### config.mk
export PLATFORM = sky130hd
export DESIGN_NAME = sram_byte_bridge_flat
export DESIGN_NICKNAME = d
export VERILOG_FILES = /design/src/rtl/sram_byte_bridge_if.sv /design/src/rtl/sram_byte_bridge.sv /design/src/flat_wrapper.sv
export SDC_FILE = /design/constraint.sdc
export NUM_CORES = 1
export LEC_CHECK = 0
export ABC_AREA = 0
export BUFFER_PORTS_ARGS = -buffer_cell sky130_fd_sc_hd__buf_2
export CORE_MARGIN = 3
export CORE_UTILIZATION = 50
export DETAILED_ROUTE_END_ITERATION = 10
export PLACE_DENSITY = 0.8
export SYNTH_ARGS = -nofsm -noshare
export SYNTH_HDL_FRONTEND = slang
export SYNTH_SLANG_ARGS = --single-unit
### constraint.sdc
create_clock -name clk -period 5.85 [get_ports clk]
set_clock_uncertainty 0.1 [all_clocks]
set_input_delay 1.17 -clock clk [delete_from_list [all_inputs] [get_ports clk]]
set_output_delay 1.17 -clock clk [all_outputs]
set_load 0.03 [all_outputs]
### src/rtl/sram_byte_bridge_if.sv
// SoC-side byte request bus of the SRAM bridge.
// The master modport is the SoC bus port, the slave modport is the bridge.
interface sram_byte_bridge_if;
  logic [18:0] req_addr;
  logic [7:0]  req_wdata;
  logic        req_rd;
  logic        req_wr;
  logic [7:0]  req_rdata;
  logic        req_ack;
  logic        busy;

  modport master (
    output req_addr, req_wdata, req_rd, req_wr,
    input  req_rdata, req_ack, busy
  );

  modport slave (
    input  req_addr, req_wdata, req_rd, req_wr,
    output req_rdata, req_ack, busy
  );
endinterface

### src/rtl/sram_byte_bridge.sv
// Byte-wide SoC bus to 16-bit async SRAM bridge; byte writes are read-modify-write.
// Optional one-word cache is enabled by defining SRAM_WORD_CACHE_EN.
module sram_byte_bridge #(
  parameter int WAIT_CYCLES = 2
) (
  input  logic                clk,
  input  logic                reset_n,
  sram_byte_bridge_if.slave   bus,
  output logic [17:0]         sram_adr,
  input  logic [15:0]         sram_dat_in,
  output logic [15:0]         sram_dat_out,
  output logic                sram_dat_oe,
  output logic                sram_cs_n,
  output logic                sram_oe_n,
  output logic                sram_we_n
);

  typedef enum logic [2:0] {
    IDLE, RD, WR_SETUP, WR_PULSE, WR_HOLD, ACK
  } state_t;

  state_t      r_state;
  logic [3:0]  r_cnt;
  logic        r_isWrite;
  logic        r_lane;
  logic [7:0]  r_wdata;
  logic [15:0] r_word;
  logic [17:0] r_adr;
  logic [15:0] r_datOut;
  logic        r_datOe;
  logic        r_csN;
  logic        r_oeN;
  logic        r_weN;
  logic [7:0]  r_rdata;
  logic        r_ack;
  logic        r_busy;

  logic        w_accept;
  logic        w_last;
  logic        w_rdHit;
  logic        w_wrHit;
  logic [15:0] w_cacheWord;
  logic [15:0] w_fetchMerged;

  function automatic logic [15:0] mergeByte(input logic [15:0] word, input logic lane,
                                            input logic [7:0] data);
    mergeByte = lane ? {data, word[7:0]} : {word[15:8], data};
  endfunction

  assign w_accept      = ((r_state == IDLE) || (r_state == ACK)) && (bus.req_rd || bus.req_wr);
  assign w_last        = (r_cnt == 4'(WAIT_CYCLES - 1));
  assign w_fetchMerged = mergeByte(sram_dat_in, r_lane, r_wdata);

`ifdef SRAM_WORD_CACHE_EN
  logic        r_cacheValid;
  logic [17:0] r_cacheTag;
  logic [15:0] r_cacheData;
  logic        w_hit;

  assign w_hit       = r_cacheValid && (r_cacheTag == bus.req_addr[18:1]);
  assign w_rdHit     = w_hit && !bus.req_wr;
  assign w_wrHit     = w_hit && bus.req_wr;
  assign w_cacheWord = r_cacheData;

  // The cache holds whatever word the last completed access left in the SRAM.
  always_ff @(posedge clk or negedge reset_n) begin
    if (!reset_n) begin
      r_cacheValid <= 1'b0;
      r_cacheTag   <= '0;
      r_cacheData  <= '0;
    end else if ((r_state == RD) && w_last && !r_isWrite) begin
      r_cacheValid <= 1'b1;
      r_cacheTag   <= r_adr;
      r_cacheData  <= sram_dat_in;
    end else if (r_state == WR_HOLD) begin
      r_cacheValid <= 1'b1;
      r_cacheTag   <= r_adr;
      r_cacheData  <= r_word;
    end
  end
`else
  assign w_rdHit     = 1'b0;
  assign w_wrHit     = 1'b0;
  assign w_cacheWord = 16'h0000;
`endif

  // ACK doubles as an accept state so back-to-back requests need no idle cycle.
  always_ff @(posedge clk or negedge reset_n) begin
    if (!reset_n) begin
      r_state   <= IDLE;
      r_cnt     <= '0;
      r_isWrite <= 1'b0;
      r_lane    <= 1'b0;
      r_wdata   <= '0;
      r_word    <= '0;
      r_adr     <= '0;
      r_datOut  <= '0;
      r_datOe   <= 1'b0;
      r_csN     <= 1'b1;
      r_oeN     <= 1'b1;
      r_weN     <= 1'b1;
      r_rdata   <= '0;
      r_ack     <= 1'b0;
      r_busy    <= 1'b0;
    end else begin
      r_ack <= 1'b0;
      if (w_accept) begin
        r_adr     <= bus.req_addr[18:1];
        r_lane    <= bus.req_addr[0];
        r_wdata   <= bus.req_wdata;
        r_isWrite <= bus.req_wr;
        r_cnt     <= '0;
        if (w_rdHit) begin
          r_state <= ACK;
          r_ack   <= 1'b1;
          r_busy  <= 1'b0;
          r_rdata <= bus.req_addr[0] ? w_cacheWord[15:8] : w_cacheWord[7:0];
        end else if (w_wrHit) begin
          r_state  <= WR_SETUP;
          r_busy   <= 1'b1;
          r_csN    <= 1'b0;
          r_datOe  <= 1'b1;
          r_datOut <= mergeByte(w_cacheWord, bus.req_addr[0], bus.req_wdata);
          r_word   <= mergeByte(w_cacheWord, bus.req_addr[0], bus.req_wdata);
        end else begin
          r_state <= RD;
          r_busy  <= 1'b1;
          r_csN   <= 1'b0;
          r_oeN   <= 1'b0;
        end
      end else begin
        case (r_state)
          IDLE: r_state <= IDLE;
          RD: begin
            if (!w_last) begin
              r_cnt <= r_cnt + 4'd1;
            end else if (r_isWrite) begin
              r_state  <= WR_SETUP;
              r_oeN    <= 1'b1;
              r_datOe  <= 1'b1;
              r_datOut <= w_fetchMerged;
              r_word   <= w_fetchMerged;
              r_cnt    <= '0;
            end else begin
              r_state <= ACK;
              r_csN   <= 1'b1;
              r_oeN   <= 1'b1;
              r_ack   <= 1'b1;
              r_busy  <= 1'b0;
              r_word  <= sram_dat_in;
              r_rdata <= r_lane ? sram_dat_in[15:8] : sram_dat_in[7:0];
            end
          end
          WR_SETUP: begin
            r_state <= WR_PULSE;
            r_weN   <= 1'b0;
            r_cnt   <= '0;
          end
          WR_PULSE: begin
            if (w_last) begin
              r_state <= WR_HOLD;
              r_weN   <= 1'b1;
            end else begin
              r_cnt <= r_cnt + 4'd1;
            end
          end
          WR_HOLD: begin
            r_state <= ACK;
            r_csN   <= 1'b1;
            r_datOe <= 1'b0;
            r_ack   <= 1'b1;
            r_busy  <= 1'b0;
            r_rdata <= r_wdata;
          end
          ACK:     r_state <= IDLE;
          default: r_state <= IDLE;
        endcase
      end
    end
  end

  assign sram_adr      = r_adr;
  assign sram_dat_out  = r_datOut;
  assign sram_dat_oe   = r_datOe;
  assign sram_cs_n     = r_csN;
  assign sram_oe_n     = r_oeN;
  assign sram_we_n     = r_weN;
  assign bus.req_rdata = r_rdata;
  assign bus.req_ack   = r_ack;
  assign bus.busy      = r_busy;

endmodule

### src/flat_wrapper.sv
// flat-port wrapper written by rule: the top's interface ports become plain ports
module sram_byte_bridge_flat 
#(
  parameter int WAIT_CYCLES = 2
)
  (clk, reset_n, sram_adr, sram_dat_in, sram_dat_out, sram_dat_oe, sram_cs_n, sram_oe_n, sram_we_n, bus_req_addr, bus_req_wdata, bus_req_rd, bus_req_wr, bus_req_rdata, bus_req_ack, bus_busy);
  sram_byte_bridge_if bus_i ();
  input  logic clk;
  input  logic reset_n;
  output logic [17:0] sram_adr;
  input  logic [15:0] sram_dat_in;
  output logic [15:0] sram_dat_out;
  output logic sram_dat_oe;
  output logic sram_cs_n;
  output logic sram_oe_n;
  output logic sram_we_n;
  input wire logic [$bits(bus_i.req_addr)-1:0] bus_req_addr;
  input wire logic [$bits(bus_i.req_wdata)-1:0] bus_req_wdata;
  input wire logic [$bits(bus_i.req_rd)-1:0] bus_req_rd;
  input wire logic [$bits(bus_i.req_wr)-1:0] bus_req_wr;
  output wire logic [$bits(bus_i.req_rdata)-1:0] bus_req_rdata;
  output wire logic [$bits(bus_i.req_ack)-1:0] bus_req_ack;
  output wire logic [$bits(bus_i.busy)-1:0] bus_busy;
  assign bus_i.req_addr = bus_req_addr;
  assign bus_i.req_wdata = bus_req_wdata;
  assign bus_i.req_rd = bus_req_rd;
  assign bus_i.req_wr = bus_req_wr;
  assign bus_req_rdata = bus_i.req_rdata;
  assign bus_req_ack = bus_i.req_ack;
  assign bus_busy = bus_i.busy;
  sram_byte_bridge #(.WAIT_CYCLES(WAIT_CYCLES)) u_core (.clk(clk), .reset_n(reset_n), .bus(bus_i), .sram_adr(sram_adr), .sram_dat_in(sram_dat_in), .sram_dat_out(sram_dat_out), .sram_dat_oe(sram_dat_oe), .sram_cs_n(sram_cs_n), .sram_oe_n(sram_oe_n), .sram_we_n(sram_we_n));
endmodule
==> impl_results.md <==
* Run status: finished clean
* Antenna cells at 0
* Crit path max fanout at 14
* H-Tree Depth at 3
* Mapped Cells at 257
* Max Fclk at 416.7 MHz
* #FFs+latches synth at 65
* Hold path cells at 1
* DIE HEIGHT at 83.72 µm
* P&R area growth vs syn at 22.83%
* Endpoints failing hold at 0
* First-pass GRT wire length at 10770 µm
* Post-CTS Setup Bufs at 0
* Hold_buf cts at 0
* Max-cap violations at 0
* Crit share post-route at 41.03%
* Synth Area per Inst at 11.75 µm²
* Power share of the combinational group at 48.2%
* Via count at 2250
* Post-DP HPWL at 4456 µm
* Leak pwr at 1.722 nW
* Clk pwr share at 16.2%
* WL final at 6302 µm
* Final ANT Viol Nets at 0
* Pint at 0.001292 W
* Initial antenna violation count at 0
* Synth unique cells at 42
* Syn. warnings at 0
* Routability cong. at 0.7813
* Layout cells sized above 1 at 45.20%
* CTS-repair resized insts at 0
* Iter 0 DRT Violations at 107
* Vias in the first global route at 2240
* Worst-path clk slew at 0.08 ns
* Num CTS Buffers at 9
* Crit Path Category: flop to flop
* Worst hold path type: flop to flop
* Slew Viols, Final at 0
* IO buf count at 94
* Seq pwr share at 35.5%
* RSZ-0062 raised after global routing: false
* Startpoint Class: flop
* Area of the die at 7009 µm²
* Die W at 83.72 µm
* Post-synthesis sequential area ratio at 53.98%
* Largest net degree at the start of global routing at 66
* Synth area leaders: dfrtp_1 51%, mux2_2 10%, mux2i_1 6.6%
* Crit. Startpoint: u_core.r_cnt[1]
* Critical Path Sink Type: flop
* Max-slew headroom at 46.69%
* Setup TNS at 0 ns
* Total gr overflow at 0
* Starting density of the core at 53.22%
* PD cells at 615.1 nW/µm²
* DRC Markers at 0
* Dpl cell area at 3522 µm²
* Final setup viols at 0
* FF-to-FF path depth at 6
* Switching power at 0.0009897 W
* R2r startpoint: u_core.r_cnt[1]
* Clk_lat worst skew at 0.34 ns
* Wire per inst at 14.79 µm
* Boundary Pins at 95
* Net Sw Frac at 43.37%
* # nets final at 399
* Core area at 5675 µm²
* Via density at 5.282
* Max IR drop VDD at 0.3412 mV
* Deepest clock path buffer count at 2
* HP Start: u_core.sram_dat_oe
* Share of the synthesized area in the top cell type at 51.37%
* Sink Count at 65
* CTS tree: built
* Min cycle time layout at 2.400 ns
* Site row count at 27
* Worst-Margin Slew at 0.7997 ns
* WP data arrival at 2.51 ns
* Cell Area, Synth at 3020 µm²
* Pre-Repair DR Iteration Count at 4
* Synthesized net count at 306
* CTS root buffer: clkbuf_8
* Final Cell Area at 3710 µm²
* GRT Util Overall at 19.21%
* WP data required at 5.96 ns
* Largest area contributor in the netlist: dfrtp_1
-- per-stage QoR --
stage	instances	util, %	hold WS [ns]	worst slack, ns	total power, W
2_1_floorplan	257	-	0.3758	3.459	0.001658
3_3_place_gp	411	62.06	0.3560	3.305	0.001900
3_5_place_dp	411	62.06	0.3683	3.226	0.001933
4_1_cts	426	65.37	0.3899	3.448	0.002308
5_1_grt	426	65.37	0.4091	3.287	0.002437
6_report	426	65.37	0.3864	3.450	0.002282
-- logic make-up (layout without fill, tap and decap cells) --
logic type,Yosys count,count (layout),share of synthesized area [%]
AOI/OAI and AO/OA,45,45,10.77
adders and majority gates,2,2,0.8284
DFF,65,65,53.98
buffers and inverters,21,118,3.977
muxes,47,47,16.69
and+or+nand+nor,77,77,13.75
-- worst max-delay path: stages, from the launching register on --
cell	delay [ns]
dfrtp_1	0.42
inv_1	0.07
ha_1	0.16
or3b_1	0.50
or4_4	0.68
a211oi_2	0.25
o31ai_1	0.09
-- routing by layer --
metal	routed length, µm	track usage, %	vias to the layer above
li1	-	-	1097
met5	0	0	-
met3	424	4.936	10
met4	114	7.895	0
met2	3028	30.95	70
met1	2734	24.66	1073
-- synthesized netlist by cell type --
library cell,count
dfrtp_1,62
nor2_1,28
mux2_2,27
mux2i_1,20
a21oi_1,18
nand2_1,16
buf_2,8
nor2b_1,6
o31ai_1,6
o21ai_0,5
a211oi_2,4
clkbuf_1,4
inv_1,4
nand3_2,4
nor3_1,4
o211ai_2,4
dfstp_2,3
nand2b_1,3
a21o_1,2
buf_1,2
buf_6,2
ha_1,2
nand3_1,2
nor3b_1,2
nor4_1,2
a2111o_1,1
a21bo_2,1
a31oi_1,1
and2_1,1
and3_1,1
buf_12,1
nand2_2,1
nand4b_1,1
nor4_2,1
nor4_4,1
o211ai_1,1
o22ai_1,1
o32ai_1,1
or2b_2,1
or3_1,1
or3b_1,1
or4_4,1
-- layout make-up --
cell class | count | area, µm²
multi-input combinational | 171 | 1279
clock inverter | 3 | 42.54
fill | 471 | 1966
sequential | 65 | 1630
clock buffer | 12 | 145.1
timing repair buffer | 99 | 508.0
tap | 72 | 90.09
inverter | 4 | 15.01
-- power by group through the flow --
stage / Sequential [W] / Combinational, W / Clock [W]
6_report: 0.000811 / 0.00110 / 0.000371
5_1_grt: 0.000849 / 0.00119 / 0.000397
4_1_cts: 0.000813 / 0.00112 / 0.000379
3_5_place_dp: 0.000820 / 0.00111 / 0
3_3_place_gp: 0.000813 / 0.00109 / 0
2_1_floorplan: 0.00111 / 0.000545 / 0
-- registers in the layout (all words and copies together), names as in the netlist --
signal / count
u_core.bus.req_ack: 1
u_core.r_cnt: 4
u_core.sram_dat_oe: 1
u_core.r_wdata: 8
u_core.sram_we_n: 1
u_core.bus.busy: 1
u_core.r_state: 3
u_core.r_isWrite: 1
u_core.sram_oe_n: 1
u_core.sram_dat_out: 16
u_core.r_lane: 1
u_core.bus.req_rdata: 8
u_core.sram_adr: 18
u_core.sram_cs_n: 1
-- cell usage in the layout (no fill, tap or decap), types with 4 or more instances in the layout --
| cell | n |
|---|---|
| clkbuf_8 | 10 |
| nand2_1 | 16 |
| nor3_1 | 4 |
| dfrtp_1 | 62 |
| nor2_1 | 28 |
| buf_4 | 5 |
| mux2_2 | 27 |
| buf_2 | 94 |
| a211oi_2 | 4 |
| nand3_2 | 4 |
| inv_1 | 4 |
| o211ai_2 | 4 |
| o21ai_0 | 5 |
| o31ai_1 | 6 |
| a21oi_1 | 18 |
| mux2i_1 | 20 |
| nor2b_1 | 6 |
-- path summary, 6_finish.rpt --
kind / to / slack (ns)
max: u_core.bus.req_rdata[6] / 3.45
min: u_core.sram_dat_oe / 0.39
max reg2reg: u_core.bus.req_rdata[6] / 3.45
min reg2reg: u_core.sram_dat_oe / 0.39
max in group asynchronous: u_core.sram_dat_out[13] / 4.22
min in group asynchronous: u_core.r_cnt[3] / 0.89
No activity file was read; power rests on OpenSTA's default activity.
